**src/rtl/acq_pkg.sv**
```systemverilog
// rtl/acq_pkg.sv - shared types and state encodings for the acquisition trigger controller
package acq_pkg;

    typedef enum logic [2:0] {
        ST_IDLE      = 3'd0,
        ST_HOLDOFF   = 3'd1,
        ST_ARMED     = 3'd2,
        ST_CAPTURE   = 3'd3,
        ST_WAIT_SWAP = 3'd4
    } acq_state_e;

    typedef enum logic [1:0] {
        MODE_STOP   = 2'd0,
        MODE_NORMAL = 2'd1,
        MODE_AUTO   = 2'd2,
        MODE_SINGLE = 2'd3
    } acq_mode_e;

    typedef enum logic {
        SRC_CMP   = 1'b0,
        SRC_LEVEL = 1'b1
    } acq_src_e;

    typedef enum logic {
        EDGE_RISE = 1'b0,
        EDGE_FALL = 1'b1
    } acq_edge_e;

endpackage

```
**src/rtl/acq_trigger_ctrl_if.sv**
```systemverilog
// rtl/acq_trigger_ctrl_if.sv - ADC sample stream and capture-buffer handshake bundle
interface acq_trigger_ctrl_if #(
    parameter int ADW = 12
);
    logic           adc_ce;
    logic [ADW-1:0] adc_data;
    logic           cmp_in;
    logic           stable;
    logic           buf_full;
    logic           rd_busy;
    logic           cap_start;
    logic           cap_abort;
    logic           swap_req;

    modport master (
        output adc_ce, adc_data, cmp_in, stable, buf_full, rd_busy,
        input  cap_start, cap_abort, swap_req
    );

    modport slave (
        input  adc_ce, adc_data, cmp_in, stable, buf_full, rd_busy,
        output cap_start, cap_abort, swap_req
    );
endinterface

```
**src/rtl/acq_edge_det.sv**
```systemverilog
// rtl/acq_edge_det.sv - previous-sample registers and level/comparator edge detection
module acq_edge_det
    import acq_pkg::*;
#(
    parameter int ADW = 12
) (
    input  logic           clk,
    input  logic           rst_n,
    input  logic           adc_ce,
    input  logic [ADW-1:0] adc_data,
    input  logic           cmp_in,
    input  logic           en,
    input  logic [ADW-1:0] level,
    input  acq_src_e       src,
    input  acq_edge_e      edg,
    output logic           trig
);

    logic [ADW-1:0] prev_data_q, prev_data_d;
    logic           prev_cmp_q, prev_cmp_d;
    logic           primed_q, primed_d;
    logic           lvl_rise, lvl_fall, cmp_rise, cmp_fall, hit;

    always_comb begin
        prev_data_d = prev_data_q;
        prev_cmp_d  = prev_cmp_q;
        if (adc_ce) begin
            prev_data_d = adc_data;
            prev_cmp_d  = cmp_in;
        end
        // primed drops whenever detection is disabled so the first strobe after arming only loads history
        primed_d = en && (primed_q || adc_ce);

        lvl_rise = (prev_data_q < level) && (adc_data >= level);
        lvl_fall = (prev_data_q > level) && (adc_data <= level);
        cmp_rise = !prev_cmp_q && cmp_in;
        cmp_fall = prev_cmp_q && !cmp_in;

        if (src == SRC_LEVEL) begin
            hit = (edg == EDGE_RISE) ? lvl_rise : lvl_fall;
        end else begin
            hit = (edg == EDGE_RISE) ? cmp_rise : cmp_fall;
        end
        trig = en && adc_ce && primed_q && hit;
    end

    always_ff @(posedge clk or negedge rst_n) begin
        if (!rst_n) begin
            prev_data_q <= '0;
            prev_cmp_q  <= 1'b0;
            primed_q    <= 1'b0;
        end else begin
            prev_data_q <= prev_data_d;
            prev_cmp_q  <= prev_cmp_d;
            primed_q    <= primed_d;
        end
    end

endmodule

```
**src/rtl/acq_trigger_ctrl.sv**
```systemverilog
// rtl/acq_trigger_ctrl.sv - trigger/capture sequencer for ping-pong ADC acquisition buffers
module acq_trigger_ctrl
    import acq_pkg::*;
#(
    parameter int ADW = 12,
    parameter int HOW = 16,
    parameter int ATW = 24
) (
    input  logic                clk,
    input  logic                rst_n,
    acq_trigger_ctrl_if.slave   bus,
    input  logic [1:0]          mode,
    input  logic                src_sel,
    input  logic                edge_sel,
    input  logic [ADW-1:0]      level,
    input  logic [HOW-1:0]      holdoff,
    input  logic [ATW-1:0]      auto_to,
    input  logic                arm,
    input  logic                force_trig,
    output logic [2:0]          st,
    output logic                auto_fired,
    output logic [15:0]         trig_cnt
);

    acq_state_e     state_q, state_d;
    logic [HOW-1:0] ho_cnt_q, ho_cnt_d;
    logic [ATW-1:0] to_cnt_q, to_cnt_d;
    logic [ADW-1:0] lvl_q, lvl_d;
    acq_src_e       src_q, src_d;
    acq_edge_e      edg_q, edg_d;
    logic           auto_fired_q, auto_fired_d;
    logic [15:0]    trig_cnt_q, trig_cnt_d;
    logic           cap_start_q, cap_start_d;
    logic           cap_abort_q, cap_abort_d;
    logic           swap_req_q, swap_req_d;

    acq_mode_e      mode_e;
    logic           stop, abort, ho_done, auto_hit, edge_trig, fire;

    assign mode_e = acq_mode_e'(mode);
    assign stop   = (mode_e == MODE_STOP);
    assign abort  = stop || !bus.stable;

    acq_edge_det #(.ADW(ADW)) u_edge_det (
        .clk      (clk),
        .rst_n    (rst_n),
        .adc_ce   (bus.adc_ce),
        .adc_data (bus.adc_data),
        .cmp_in   (bus.cmp_in),
        .en       (state_q == ST_ARMED),
        .level    (lvl_q),
        .src      (src_q),
        .edg      (edg_q),
        .trig     (edge_trig)
    );

    always_comb begin
        ho_done  = (holdoff == '0) || (bus.adc_ce && ((ho_cnt_q + HOW'(1)) >= holdoff));
        auto_hit = (mode_e == MODE_AUTO) && (auto_to != '0) && bus.adc_ce
                   && ((to_cnt_q + ATW'(1)) >= auto_to);
        fire     = force_trig || edge_trig || auto_hit;
    end

    always_comb begin
        state_d = state_q;
        unique case (state_q)
            ST_IDLE: begin
                if (arm && !stop && bus.stable) state_d = ST_ARMED;
            end
            ST_HOLDOFF: begin
                if (abort)        state_d = ST_IDLE;
                else if (ho_done) state_d = ST_ARMED;
            end
            ST_ARMED: begin
                // buf_full has no meaning before capture starts, so it never outranks a trigger here
                if (abort)     state_d = ST_IDLE;
                else if (fire) state_d = ST_CAPTURE;
            end
            ST_CAPTURE: begin
                if (abort)             state_d = ST_IDLE;
                else if (bus.buf_full) state_d = ST_WAIT_SWAP;
            end
            ST_WAIT_SWAP: begin
                // a full buffer must be handed over before any abort can take effect
                if (!bus.rd_busy) begin
                    state_d = (stop || mode_e == MODE_SINGLE) ? ST_IDLE : ST_HOLDOFF;
                end
            end
            default: state_d = ST_IDLE;
        endcase
    end

    always_comb begin
        cap_start_d = (state_q == ST_ARMED) && (state_d == ST_CAPTURE);
        cap_abort_d = (state_q == ST_CAPTURE) && (state_d == ST_IDLE);
        swap_req_d  = (state_q == ST_WAIT_SWAP) && (state_d != ST_WAIT_SWAP);
        trig_cnt_d  = trig_cnt_q + 16'(cap_start_d);

        auto_fired_d = auto_fired_q;
        if (cap_start_d) begin
            if (edge_trig)                    auto_fired_d = 1'b0;
            else if (!force_trig && auto_hit) auto_fired_d = 1'b1;
        end

        ho_cnt_d = '0;
        if (state_q == ST_HOLDOFF) ho_cnt_d = bus.adc_ce ? ho_cnt_q + HOW'(1) : ho_cnt_q;
        to_cnt_d = '0;
        if (state_q == ST_ARMED)   to_cnt_d = bus.adc_ce ? to_cnt_q + ATW'(1) : to_cnt_q;

        lvl_d = lvl_q;
        src_d = src_q;
        edg_d = edg_q;
        if (state_d == ST_ARMED && state_q != ST_ARMED) begin
            lvl_d = level;
            src_d = acq_src_e'(src_sel);
            edg_d = acq_edge_e'(edge_sel);
        end
    end

    always_ff @(posedge clk or negedge rst_n) begin
        if (!rst_n) begin
            state_q      <= ST_IDLE;
            ho_cnt_q     <= '0;
            to_cnt_q     <= '0;
            lvl_q        <= '0;
            src_q        <= SRC_CMP;
            edg_q        <= EDGE_RISE;
            auto_fired_q <= 1'b0;
            trig_cnt_q   <= '0;
            cap_start_q  <= 1'b0;
            cap_abort_q  <= 1'b0;
            swap_req_q   <= 1'b0;
        end else begin
            state_q      <= state_d;
            ho_cnt_q     <= ho_cnt_d;
            to_cnt_q     <= to_cnt_d;
            lvl_q        <= lvl_d;
            src_q        <= src_d;
            edg_q        <= edg_d;
            auto_fired_q <= auto_fired_d;
            trig_cnt_q   <= trig_cnt_d;
            cap_start_q  <= cap_start_d;
            cap_abort_q  <= cap_abort_d;
            swap_req_q   <= swap_req_d;
        end
    end

    assign st            = state_q;
    assign auto_fired    = auto_fired_q;
    assign trig_cnt      = trig_cnt_q;
    assign bus.cap_start = cap_start_q;
    assign bus.cap_abort = cap_abort_q;
    assign bus.swap_req  = swap_req_q;

endmodule

```
**src/flat_wrapper.sv**
```systemverilog
// flat-port wrapper written by rule: the top's interface ports become plain ports
module acq_trigger_ctrl_flat import acq_pkg::*;
#(
    parameter int ADW = 12,
    parameter int HOW = 16,
    parameter int ATW = 24
)
  (clk, rst_n, mode, src_sel, edge_sel, level, holdoff, auto_to, arm, force_trig, st, auto_fired, trig_cnt, bus_adc_ce, bus_adc_data, bus_cmp_in, bus_stable, bus_buf_full, bus_rd_busy, bus_cap_start, bus_cap_abort, bus_swap_req);
  acq_trigger_ctrl_if #(.ADW(ADW)) bus_i ();
  input  logic clk;
  input  logic rst_n;
  input  logic [1:0] mode;
  input  logic src_sel;
  input  logic edge_sel;
  input  logic [ADW-1:0] level;
  input  logic [HOW-1:0] holdoff;
  input  logic [ATW-1:0] auto_to;
  input  logic arm;
  input  logic force_trig;
  output logic [2:0] st;
  output logic auto_fired;
  output logic [15:0] trig_cnt;
  input wire logic [$bits(bus_i.adc_ce)-1:0] bus_adc_ce;
  input wire logic [$bits(bus_i.adc_data)-1:0] bus_adc_data;
  input wire logic [$bits(bus_i.cmp_in)-1:0] bus_cmp_in;
  input wire logic [$bits(bus_i.stable)-1:0] bus_stable;
  input wire logic [$bits(bus_i.buf_full)-1:0] bus_buf_full;
  input wire logic [$bits(bus_i.rd_busy)-1:0] bus_rd_busy;
  output wire logic [$bits(bus_i.cap_start)-1:0] bus_cap_start;
  output wire logic [$bits(bus_i.cap_abort)-1:0] bus_cap_abort;
  output wire logic [$bits(bus_i.swap_req)-1:0] bus_swap_req;
  assign bus_i.adc_ce = bus_adc_ce;
  assign bus_i.adc_data = bus_adc_data;
  assign bus_i.cmp_in = bus_cmp_in;
  assign bus_i.stable = bus_stable;
  assign bus_i.buf_full = bus_buf_full;
  assign bus_i.rd_busy = bus_rd_busy;
  assign bus_cap_start = bus_i.cap_start;
  assign bus_cap_abort = bus_i.cap_abort;
  assign bus_swap_req = bus_i.swap_req;
  acq_trigger_ctrl #(.ADW(ADW), .HOW(HOW), .ATW(ATW)) u_core (.clk(clk), .rst_n(rst_n), .bus(bus_i), .mode(mode), .src_sel(src_sel), .edge_sel(edge_sel), .level(level), .holdoff(holdoff), .auto_to(auto_to), .arm(arm), .force_trig(force_trig), .st(st), .auto_fired(auto_fired), .trig_cnt(trig_cnt));
endmodule
```
**config.mk**
```make
export PLATFORM = sky130hd
export DESIGN_NAME = acq_trigger_ctrl_flat
export DESIGN_NICKNAME = d
export VERILOG_FILES = /design/src/rtl/acq_pkg.sv /design/src/rtl/acq_trigger_ctrl_if.sv /design/src/rtl/acq_edge_det.sv /design/src/rtl/acq_trigger_ctrl.sv /design/src/flat_wrapper.sv
export SDC_FILE = /design/constraint.sdc
export NUM_CORES = 1
export LEC_CHECK = 0
export ABC_AREA = 0
export BUFFER_PORTS_ARGS = -buffer_cell sky130_fd_sc_hd__buf_2
export CORE_MARGIN = 8
export CORE_UTILIZATION = 45
export CTS_CLUSTER_SIZE = 24
export DETAILED_ROUTE_END_ITERATION = 8
export GPL_TIMING_DRIVEN = 0
export HOLD_SLACK_MARGIN = 0.02
export PLACE_DENSITY = 0.66
export SYNTH_ARGS = -nofsm -noshare
export SYNTH_HDL_FRONTEND = slang
export SYNTH_SLANG_ARGS = --single-unit
```
**constraint.sdc**
```tcl
create_clock -name clk -period 4 [get_ports clk]
set_input_delay 0.4 -clock clk [delete_from_list [all_inputs] [get_ports clk]]
set_output_delay 0.4 -clock clk [all_outputs]
set_load 0.01 [all_outputs]
```
==> run_results.csv, run 1 <==
group,metric,value,unit
status,status,"completed",
yosys,syn_nets,795,
grt,grt_pass1_wl,24600,µm
grt,grt_max_degree,61,
sta,min_period,3.86,ns
cells_and_area,drive_gt1_frac,0.267,
grt,grtUsageTotal,0.168,
clock_tree,cts.path.max_buffers,2,
cells_and_area,areaGrowthSynthToFinish,22.5,%
clock_tree,clock-root-buffer,"clkbuf_16",
yosys,ys_seq_elements,91,
floorplan,die_width,133,µm
grt,grt_pass1_vias,5235,
power,p_leak,3.86,nW
floorplan,initial_core_util,0.452,
yosys,synth.most_common_cell,"dfrtp_1",
yosys,synth_largest_area_cell,"dfrtp_1",
sta,period_share,0.964,
clock_tree,cts_max_level,3,
clock_tree,cts.sinks,91,
floorplan,die_area,0.0177,mm²
yosys,synthArstFlopShare,1.00,
critical_path,r2r_slack,0.14,ns
flow_run,maxCapViolCount,0,
sta,fin_skew,0.00856,ns
yosys,synth.cell_area,0.00618,mm²
critical_path,critical_path.max_fanout,4,
cells_and_area,design_area,0.00757,mm²
detailed_routing,drt_iter0_markers,212,
sta,slew_headroom,0.487,
placed_design,dpl.cell_count,927,
sta,slew_violations,0,
yosys,ys_seq_area_frac,0.369,
sta,postLayoutSetupSlackWorst,0.143,ns
critical_path,required,4.22,ns
sta,worstMarginPinSlew,0.769,ns
placed_design,dpl_cell_area,0.00692,mm²
sta,fmax,0.259,GHz
clock_tree,clkSlewWorstSetupHoldPaths,0.07,ns
power,powerDensity,310,mW/mm²
placed_design,portBuffers,98,
hold_path,hold_path.class,"in -> reg",
yosys,synthCells,648,
power,p_total,2.34,mW
floorplan,fp-row-count,43,
detailed_routing,first_pass_iters,4,
floorplan,die_h,133,µm
sta,setup_tns,0,ns
placed_design,hpwlAfterDp,11400,µm
cells_and_area,final_util,0.554,
power,ir_worst_vdd,316,µV
grt,antenna_found_initial,0,
detailed_routing,vias,4998,
critical_path,path_class,"reg -> reg",
critical_path,end_kind,"register",
yosys,synth-edff-count,0,
yosys,synth_area_leaders,"dfrtp_1, ha_1, xor2_1",
hold_path,whs_path_depth,3,
hold_path,hold_end,"u_core.u_edge_det.prev_data_q[0]",
detailed_routing,ant_nets,0,
sta,hold_violations,0,
detailed_routing,viasPerCell,5.21,
clock_tree,clock_latency,0.34,ns
detailed_routing,avgRoutedWirePerCell,15.4,µm
floorplan,ios,100,
clock_tree,cts_made_buffers,9,
placed_design,gp_congestion,0.843,
sta,setup_viol,0,
placed_design,pre_cts_ws,-0.523,ns
critical_path,arrival,4.08,ns
sta,grt_setup_unrepaired,"yes",
grt,grt-ovfl-total,0,
cells_and_area,nNetsFinal,921,
floorplan,core-area,0.0137,mm²
detailed_routing,wirelength,14800,µm
critical_path,cp-start-kind,"register",
cells_and_area,stdcell_count,960,
critical_path,ff2ff_path_depth,20,
critical_path,timing.rr.start,"u_core.to_cnt_q[0]",
hold_path,hp-start,"bus_adc_data[0]",
clock_tree,cts_tree,"built",
detailed_routing,remaining_drc_errors,0,
sta,timing.hold.ws,0.284,ns
yosys,syn_avg_cell_area,9.53,µm²
yosys,ys_warn_count,0,
critical_path,timing.rr.end,"u_core.trig_cnt[15]",
yosys,ys.flop_type,"dfrtp_1",
yosys,synth_top_area_frac,0.369,
yosys,ys_types,53,
yosys,ys_top_cells_by_count,"dfrtp_1, ha_1, xor2_1",
==> critical path, stage by stage, from the launching register on <==
cell and delay, ns:
dfrtp_1 0.39, ha_2 0.20, and3_4 0.18, and3_4 0.17
and4_4 0.21, and3_4 0.19, xor2_1 0.14, ha_1 0.29
nand4_1 0.15, buf_4 0.19, nor3_4 0.18, nor3_2 0.08
o211ai_1 0.12, a21oi_2 0.13, a31oi_2 0.18, ha_2 0.25
buf_6 0.11, nand3_4 0.08, nor3_4 0.21, nand4_1 0.13
xnor2_1 0.14
==> metal layers <==
layer	vias up	routed length (µm)	global-route usage
li1	2500	-	-
met4	0	293	0.0518
met3	18	946	0.0531
met5	-	0	0
met2	116	6960	0.276
met1	2364	6570	0.207
==> how the worst max path moves through the flow <==
stage                                  start  slack [ns]                  end  cells after the start
after floorplan           u_core.to_cnt_q[0]        0.18  u_core.trig_cnt[14]                     20
after global placement    u_core.to_cnt_q[0]       -0.52  u_core.trig_cnt[14]                     20
after detailed placement  u_core.to_cnt_q[0]       -0.52  u_core.trig_cnt[12]                     20
after CTS                 u_core.to_cnt_q[0]       -0.03  u_core.trig_cnt[10]                     22
after global routing      u_core.to_cnt_q[0]       -0.10  u_core.trig_cnt[15]                     20
final                     u_core.to_cnt_q[0]        0.14  u_core.trig_cnt[15]                     20
==> report_power, final <==
group	leakage [nW]	internal, mW	total, mW	switching (mW)
combinational	2.52	0.240	0.506	0.266
clock	0.133	0.437	0.783	0.345
sequential	1.20	0.994	1.05	0.0611
==> cell usage in the layout, fill, tap and decap left out, types with 25 or more instances in the layout <==
cell     netlist  layout
xnor2_1       27      25
nand2_1       50      49
dfrtp_1       91      90
nor2_1        57      56
inv_1         57      57
ha_1          70      66
nand4_1       25      25
buf_2          5     101
xor2_1        61      60
==> kinds of logic after synthesis <==
| kind of cell | count (synthesis) | synth area share |
|---|---|---|
| adders and majority gates | 70 | 0.142 |
| AOI/OAI and AO/OA | 69 | 0.0758 |
| DFF | 91 | 0.369 |
| and+or+nand+nor | 224 | 0.181 |
| buffers and inverters | 78 | 0.0515 |
| muxes | 28 | 0.0567 |
| xor gates and xnor gates | 88 | 0.125 |
==> area by class of cell <==
type | instances | area (µm²)
antenna | 1 | 2.50
buffer | 18 | 87.6
clock buffer | 12 | 246
clock inverter | 4 | 26.3
fill | 1245 | 6100
inverter | 57 | 214
multi-input combinational | 479 | 3820
sequential | 91 | 2280
tap | 180 | 225
timing repair buffer | 118 | 669
==> registers in the layout, indices dropped and copies added (netlist names) <==
| name | flops |
|---|---|
| u_core.src_q | 1 |
| u_core.auto_fired | 1 |
| u_core.u_edge_det.prev_data_q | 12 |
| u_core.lvl_q | 12 |
| u_core.u_edge_det.prev_cmp_q | 1 |
| u_core.trig_cnt | 16 |
| u_core.to_cnt_q | 24 |
| u_core.bus.cap_abort | 1 |
| u_core.u_edge_det.primed_q | 1 |
| u_core.edg_q | 1 |
| u_core.bus.cap_start | 1 |
| u_core.bus.swap_req | 1 |
| u_core.st | 3 |
| u_core.ho_cnt_q | 16 |
==> repair_timing <==
item	CTS	global route
hold buffers	1	0
endpoints found under the setup margin	13	28
endpoints found under the hold margin	31	0
pin swaps	19	22
gates resized for setup	28	26
buffers inserted	11	7
(Power assumes the default switching activity.)
==> inputs of run 2 (changes only) <==
--- a/config.mk
+++ b/config.mk
@@ -13,6 +13,7 @@
 export DETAILED_ROUTE_END_ITERATION = 8
 export GPL_TIMING_DRIVEN = 0
 export HOLD_SLACK_MARGIN = 0.02
+export MAX_ROUTING_LAYER = met4
 export PLACE_DENSITY = 0.66
 export SYNTH_ARGS = -nofsm -noshare
 export SYNTH_HDL_FRONTEND = slang
==> constraint.sdc (replaced) <==
create_clock -name clk -period 4 [get_ports clk]
set_input_delay 0.4 -clock clk [delete_from_list [all_inputs] [get_ports clk]]
set_output_delay 0.4 -clock clk [all_outputs]
set_load 0.02 [all_outputs]
==> run 2 against run 1 <==
Fmax about the same. Sequential cell count unchanged. Combinational power increased by 2%. Setup slack got worse by 0.0021 ns. Global-route usage increased by 0.45 points. Via count increased by 0.16%. Clock skew about the same. Largest cell class unchanged. First-iteration DRC count increased by 6.1%.
==> run_results.csv, run 2 (synthesized netlist as in run 1, its figures left out) <==
group,metric,value,unit
clock_tree,cts.path.max_buffers,2,
cells_and_area,seq_area,0.00228,mm²
critical_path,path_buf_inv,2,
sta,slew_violations,0,
cells_and_area,nNetsFinal,921,
detailed_routing,drt_iter0_markers,225,
floorplan,fp-row-count,43,
critical_path,crit_top_cell,"and3_4",
hold_path,whs_path_depth,3,
critical_path,crit_path_cell_trace,"ha_2 -> and3_4 -> and3_4 -> and4_4 -> and3_4 -> xor2_1 -> ha_1 -> nand4_1 -> buf_4 -> nor3_4 -> nor3_2 -> o211ai_1 -> a21oi_2 -> a31oi_2 -> ha_2 -> buf_6 -> nand3_4 -> nor3_4 -> nand4_1 -> xnor2_1",
grt,grt-ovfl-total,0,
cells_and_area,multi_input_area,0.00382,mm²
placed_design,dpl.cell_count,927,
sta,grt_setup_unrepaired,"yes",
critical_path,ff2ff_path_depth,20,
detailed_routing,wirelength,14800,µm
placed_design,gp_congestion,0.856,
critical_path,path_class,"reg -> reg",
critical_path,required,4.22,ns
sta,setup_viol,0,
cells_and_area,largest_reg_flops,24,
cells_and_area,areaGrowthSynthToFinish,22.5,%
power,p_leak,3.86,nW
cells_and_area,final_cell_mix,"buf_2, dfrtp_1, ha_1",
detailed_routing,ant_nets,0,
critical_path,cp.depth,20,
clock_tree,cts_tree,"built",
power,powerDensity,311,mW/mm²
floorplan,ios,100,
critical_path,slowest_delay,0.39,ns
critical_path,critical_path.max_fanout,4,
detailed_routing,vias,5006,
floorplan,die_area,0.0177,mm²
sta,hold_violations,0,
critical_path,end_kind,"register",
sta,fin_skew,0.00838,ns
clock_tree,cts_made_buffers,9,
clock_tree,cts.sinks,91,
sta,worstMarginPinSlew,0.765,ns
sta,slew_headroom,0.490,
detailed_routing,avgRoutedWirePerCell,15.4,µm
hold_path,hold_path.class,"in -> reg",
clock_tree,cts_max_level,3,
sta,fmax,0.259,GHz
sta,period_share,0.965,
critical_path,cp_top_family,"simple AND/OR/NAND/NOR gates",
grt,grt_max_degree,61,
grt,grt_pass1_vias,5242,
floorplan,die_h,133,µm
power,p_total,2.36,mW
floorplan,initial_core_util,0.452,
floorplan,core-area,0.0137,mm²
critical_path,cp_slowest_cell,"dfrtp_1",
sta,setup_tns,0,ns
clock_tree,clock-root-buffer,"clkbuf_16",
placed_design,hpwlAfterDp,11400,µm
detailed_routing,first_pass_iters,5,
clock_tree,clock_latency,0.34,ns
grt,antenna_found_initial,0,
detailed_routing,remaining_drc_errors,0,
sta,min_period,3.86,ns
flow_run,maxCapViolCount,0,
cells_and_area,top_register,"u_core.to_cnt_q",
placed_design,portBuffers,98,
detailed_routing,viasPerCell,5.21,
floorplan,die_width,133,µm
power,ir_worst_vdd,316,µV
status,status,"completed",
clock_tree,clkSlewWorstSetupHoldPaths,0.07,ns
critical_path,cp-start-kind,"register",
grt,grtUsageTotal,0.173,
cells_and_area,drive_gt1_frac,0.267,
cells_and_area,layout_commonest_cell,"buf_2",
critical_path,arrival,4.08,ns
cells_and_area,stdcell_count,960,
cells_and_area,fillers,1245,
grt,grt_pass1_wl,24600,µm
-- run 2: per-layer routing --
| layer | GRT usage | share of wire | vias up |
|---|---|---|---|
| met5 | - | 0 | - |
| met4 | 0.0518 | 0.020 | 0 |
| met3 | 0.0474 | 0.061 | 18 |
| met2 | 0.276 | 0.47 | 118 |
| met1 | 0.210 | 0.45 | 2371 |
| li1 | - | - | 2499 |
-- run 2: power by group --
part | internal, mW | switching, mW | leakage [nW]
registers | 0.994 | 0.0612 | 1.20
logic | 0.240 | 0.278 | 2.52
clock network | 0.437 | 0.345 | 0.133
total | 1.67 | 0.684 | 3.86
-- run 2: what timing repair did --
action	CTS	global route
buffers inserted	11	7
gates resized for setup	28	26
pin swaps	19	22
hold buffers	1	0
hold endpoints to repair	31	0
gates cloned	0	0
setup endpoints to repair	13	28
-- run 2: final cells by class --
class / instances / share of cell area
multi-input combinational: 479 / 0.505
timing repair buffer: 118 / 0.0884
inverter: 57 / 0.0283
antenna: 1 / 0.000331
buffer: 18 / 0.0116
tap: 180 / 0.0298
clock inverter: 4 / 0.00347
clock buffer: 12 / 0.0326
sequential: 91 / 0.301
-- run 2: worst paths after layout --
path,from,to,slack [ns]
hold / removal,bus_adc_data[0],u_core.u_edge_det.prev_data_q[0],0.28
max in group asynchronous,rst_n,u_core.ho_cnt_q[0],2.80
setup reg to reg,u_core.to_cnt_q[0],u_core.trig_cnt[15],0.14
min in group asynchronous,rst_n,u_core.to_cnt_q[17],0.55
setup / recovery,u_core.to_cnt_q[0],u_core.trig_cnt[15],0.14
hold reg to reg,u_core.trig_cnt[15],u_core.trig_cnt[15],0.48
-- run 2: worst register-to-register path, cell delays in order, from the launching register on --
cell	delay, ns
dfrtp_1	0.39
ha_2	0.20
and3_4	0.18
and3_4	0.17
and4_4	0.21
and3_4	0.20
xor2_1	0.14
ha_1	0.29
nand4_1	0.15
buf_4	0.19
nor3_4	0.19
nor3_2	0.08
o211ai_1	0.12
a21oi_2	0.13
a31oi_2	0.18
ha_2	0.25
buf_6	0.11
nand3_4	0.08
nor3_4	0.21
nand4_1	0.13
xnor2_1	0.14
-- run 2: metrics by stage --
step / hold slack, ns / worst slack (ns) / util / cell area (µm²)
2_1_floorplan: 0.104 / 0.169 / - / 6180
4_1_cts: 0.266 / -0.0258 / 0.543 / 7420
3_5_place_dp: 0.376 / -0.523 / 0.507 / 6920
5_1_grt: 0.252 / -0.102 / 0.554 / 7570
3_3_place_gp: 0.464 / -0.522 / 0.504 / 6890
6_report: 0.284 / 0.141 / 0.554 / 7570
==> inputs of run 3 (changes only) <==
--- a/config.mk
+++ b/config.mk
@@ -7,7 +7,7 @@
 export LEC_CHECK = 0
 export ABC_AREA = 0
 export BUFFER_PORTS_ARGS = -buffer_cell sky130_fd_sc_hd__buf_2
-export CORE_MARGIN = 8
+export CORE_MARGIN = 10
 export CORE_UTILIZATION = 45
 export CTS_CLUSTER_SIZE = 24
 export DETAILED_ROUTE_END_ITERATION = 8
@@ -15,6 +15,7 @@
 export HOLD_SLACK_MARGIN = 0.02
 export MAX_ROUTING_LAYER = met4
 export PLACE_DENSITY = 0.66
+export RECOVER_POWER = 50
 export SYNTH_ARGS = -nofsm -noshare
 export SYNTH_HDL_FRONTEND = slang
 export SYNTH_SLANG_ARGS = --single-unit
==> run 3 against run 2 <==
The run now ends with max-capacitance violations, max-slew violations left. Highest routed layer unchanged. Cell count is 0.83% lower. Routed wire length is 3.6% higher. Sequential power hardly changed. Worst hold slack worse by 0.0039 ns. Clock power is 22% higher. Combinational power hardly changed. Total power is 7.4% higher. Cell area is 0.78% lower. Setup slack worse by 0.0082 ns. Non-clock buffer count is 5 lower. Critical path depth stayed put.
==> run_results.csv, run 3 (synthesized netlist as in run 1, its figures left out) <==
group,metric,value,unit
grt,use_met2,0.272,
detailed_routing,avgRoutedWirePerCell,16.1,µm
critical_path,crit_path_cell_trace,"ha_4 -> and3_4 -> and3_4 -> and4_4 -> and3_4 -> nand3_2 -> xnor2_1 -> ha_1 -> a211oi_2 -> o22ai_2 -> nor4_2 -> nor3_2 -> a21oi_2 -> a31oi_4 -> ha_4 -> ha_4 -> nand2_4 -> nor3_4 -> buf_4 -> xor2_1",
floorplan,fp-row-count,42,
clock_tree,cts_tree,"built",
grt,grtUsageTotal,0.169,
floorplan,core-area,0.0133,mm²
critical_path,critical_path.max_fanout,6,
floorplan,die_h,137,µm
power,p_switching,725,µW
clock_tree,clkSlewWorstSetupHoldPaths,0.07,ns
power,p_leak,3.80,nW
grt,grt_use_met1,0.202,
floorplan,initial_core_util,0.463,
placed_design,portBuffers,98,
cells_and_area,nNetsFinal,916,
status,status,"finished with violations",
cells_and_area,final_cell_mix,"buf_2, dfrtp_1, ha_1",
critical_path,cp_slowest_cell,"dfrtp_1",
clock_tree,cts.path.max_buffers,2,
flow_run,maxCapViolCount,2,
cells_and_area,drive_gt1_frac,0.249,
floorplan,ios,100,
cells_and_area,layout_commonest_cell,"buf_2",
detailed_routing,drt_iter0_markers,289,
sta,period_share,0.967,
detailed_routing,first_pass_iters,4,
cells_and_area,final_util,0.563,
cells_and_area,stdcell_count,952,
sta,min_period,3.87,ns
power,p_seq_frac,0.418,
detailed_routing,viasPerCell,5.33,
critical_path,arrival,4.10,ns
sta,slew_violations,94,
power,p_clk_frac,0.376,
critical_path,end_kind,"register",
critical_path,cp-start-kind,"register",
grt,grt_pass1_vias,5394,
grt,met3_usage,0.0440,
power,combPwrFrac,0.206,
clock_tree,cts.sinks,91,
grt,grt-ovfl-total,0,
grt,antenna_found_initial,2,
detailed_routing,vias,5070,
detailed_routing,wirelength,15300,µm
sta,hold_violations,0,
sta,worstMarginPinSlew,1.75,ns
cells_and_area,areaGrowthSynthToFinish,21.6,%
clock_tree,cts_max_level,3,
clock_tree,cts_made_buffers,9,
power,p_total,2.53,mW
hold_path,hold_path.class,"in -> reg",
placed_design,dpl.cell_count,923,
floorplan,die_width,137,µm
grt,grt_pass1_wl,25200,µm
grt,grt_max_degree,62,
sta,slew_headroom,-0.166,
critical_path,cp_top_family,"simple AND/OR/NAND/NOR gates",
placed_design,gp_congestion,0.887,
detailed_routing,ant_nets,0,
sta,setup_viol,0,
sta,fin_skew,0.00898,ns
placed_design,hpwlAfterDp,11800,µm
critical_path,path_class,"reg -> reg",
cells_and_area,fillers,1210,
sta,grt_setup_unrepaired,"yes",
cells_and_area,top_register,"u_core.to_cnt_q",
cells_and_area,seq_area,0.00228,mm²
clock_tree,clock_latency,0.35,ns
power,ir_worst_vdd,322,µV
status,violations,"max-capacitance violations, max-slew violations",
power,swShare,0.287,
detailed_routing,remaining_drc_errors,0,
power,p_int,1.80,mW
cells_and_area,multi_input_area,0.00378,mm²
critical_path,required,4.23,ns
floorplan,die_area,0.0188,mm²
grt,grt-busiest-layer,"met2",
critical_path,path_buf_inv,1,
critical_path,slowest_delay,0.39,ns
sta,fmax,0.259,GHz
clock_tree,clock-root-buffer,"clkbuf_16",
cells_and_area,largest_reg_flops,24,
power,powerDensity,337,mW/mm²
## run 3: per-layer routing
layer	routed length, µm	part of all wire
met4	261	0.017
met5	0	0
met3	933	0.061
met2	7290	0.48
met1	6820	0.45
## run 3: cell type report
| type | count | share of cell area |
|---|---|---|
| buffer | 18 | 0.0112 |
| clock buffer | 10 | 0.0318 |
| clock inverter | 6 | 0.0127 |
| multi-input combinational | 479 | 0.503 |
| tap | 176 | 0.0293 |
| timing repair buffer | 113 | 0.0796 |
| inverter | 57 | 0.0285 |
| sequential | 91 | 0.303 |
| antenna | 2 | 0.000666 |
## run 3: power groups by stage
stage / clock network, mW / registers (mW) / logic (mW)
detailed placement: 0 / 1.06 / 0.505
global placement: 0 / 1.06 / 0.482
floorplan: 0 / 1.07 / 0.317
CTS: 0.971 / 1.05 / 0.520
finish: 0.951 / 1.06 / 0.520
global route: 1.00 / 1.07 / 0.586
## run 3: path summary, 6_finish.rpt
kind / cells past startpoint / start / slack [ns] / endpoint
max in group asynchronous: 3 / rst_n / 0.65 / u_core.lvl_q[6]
min reg2reg: 1 / u_core.trig_cnt[5] / 0.49 / u_core.trig_cnt[5]
max reg2reg: 20 / u_core.to_cnt_q[0] / 0.13 / u_core.trig_cnt[10]
min: 2 / bus_rd_busy / 0.28 / u_core.bus.swap_req
min in group asynchronous: 2 / rst_n / 1.05 / u_core.to_cnt_q[14]
max: 20 / u_core.to_cnt_q[0] / 0.13 / u_core.trig_cnt[10]
## run 3: stage by stage
stage / instance area [µm²] / worst slack [ns] / hold WS (ns) / setup TNS (ns)
finish: 7510 / 0.133 / 0.280 / 0
global route: 7510 / -0.0765 / 0.275 / -0.273
CTS: 7460 / -0.0257 / 0.259 / -0.0465
detailed placement: 6920 / -0.649 / 0.379 / -5.07
global placement: 6890 / -0.492 / 0.462 / -3.27
floorplan: 6180 / 0.169 / 0.104 / 0
## run 3: what timing repair did
| action | 4_1_cts | 5_1_grt |
|---|---|---|
| gates resized for setup | 25 | 18 |
| endpoints found under the setup margin | 15 | 27 |
| endpoints found under the hold margin | 30 | 0 |
| pin swaps | 20 | 17 |
| setup buffers | 12 | 1 |
| hold buffers | 1 | 0 |
## run 3: worst reg2reg max path, cell delays in order, from the launching register on
cell and delay [ns]:
dfrtp_1 0.39, ha_4 0.15, and3_4 0.18, and3_4 0.20
and4_4 0.26, and3_4 0.24, nand3_2 0.08, xnor2_1 0.13
ha_1 0.22, a211oi_2 0.26, o22ai_2 0.14, nor4_2 0.18
nor3_2 0.08, a21oi_2 0.28, a31oi_4 0.18, ha_4 0.22
ha_4 0.17, nand2_4 0.07, nor3_4 0.05, buf_4 0.15
xor2_1 0.13
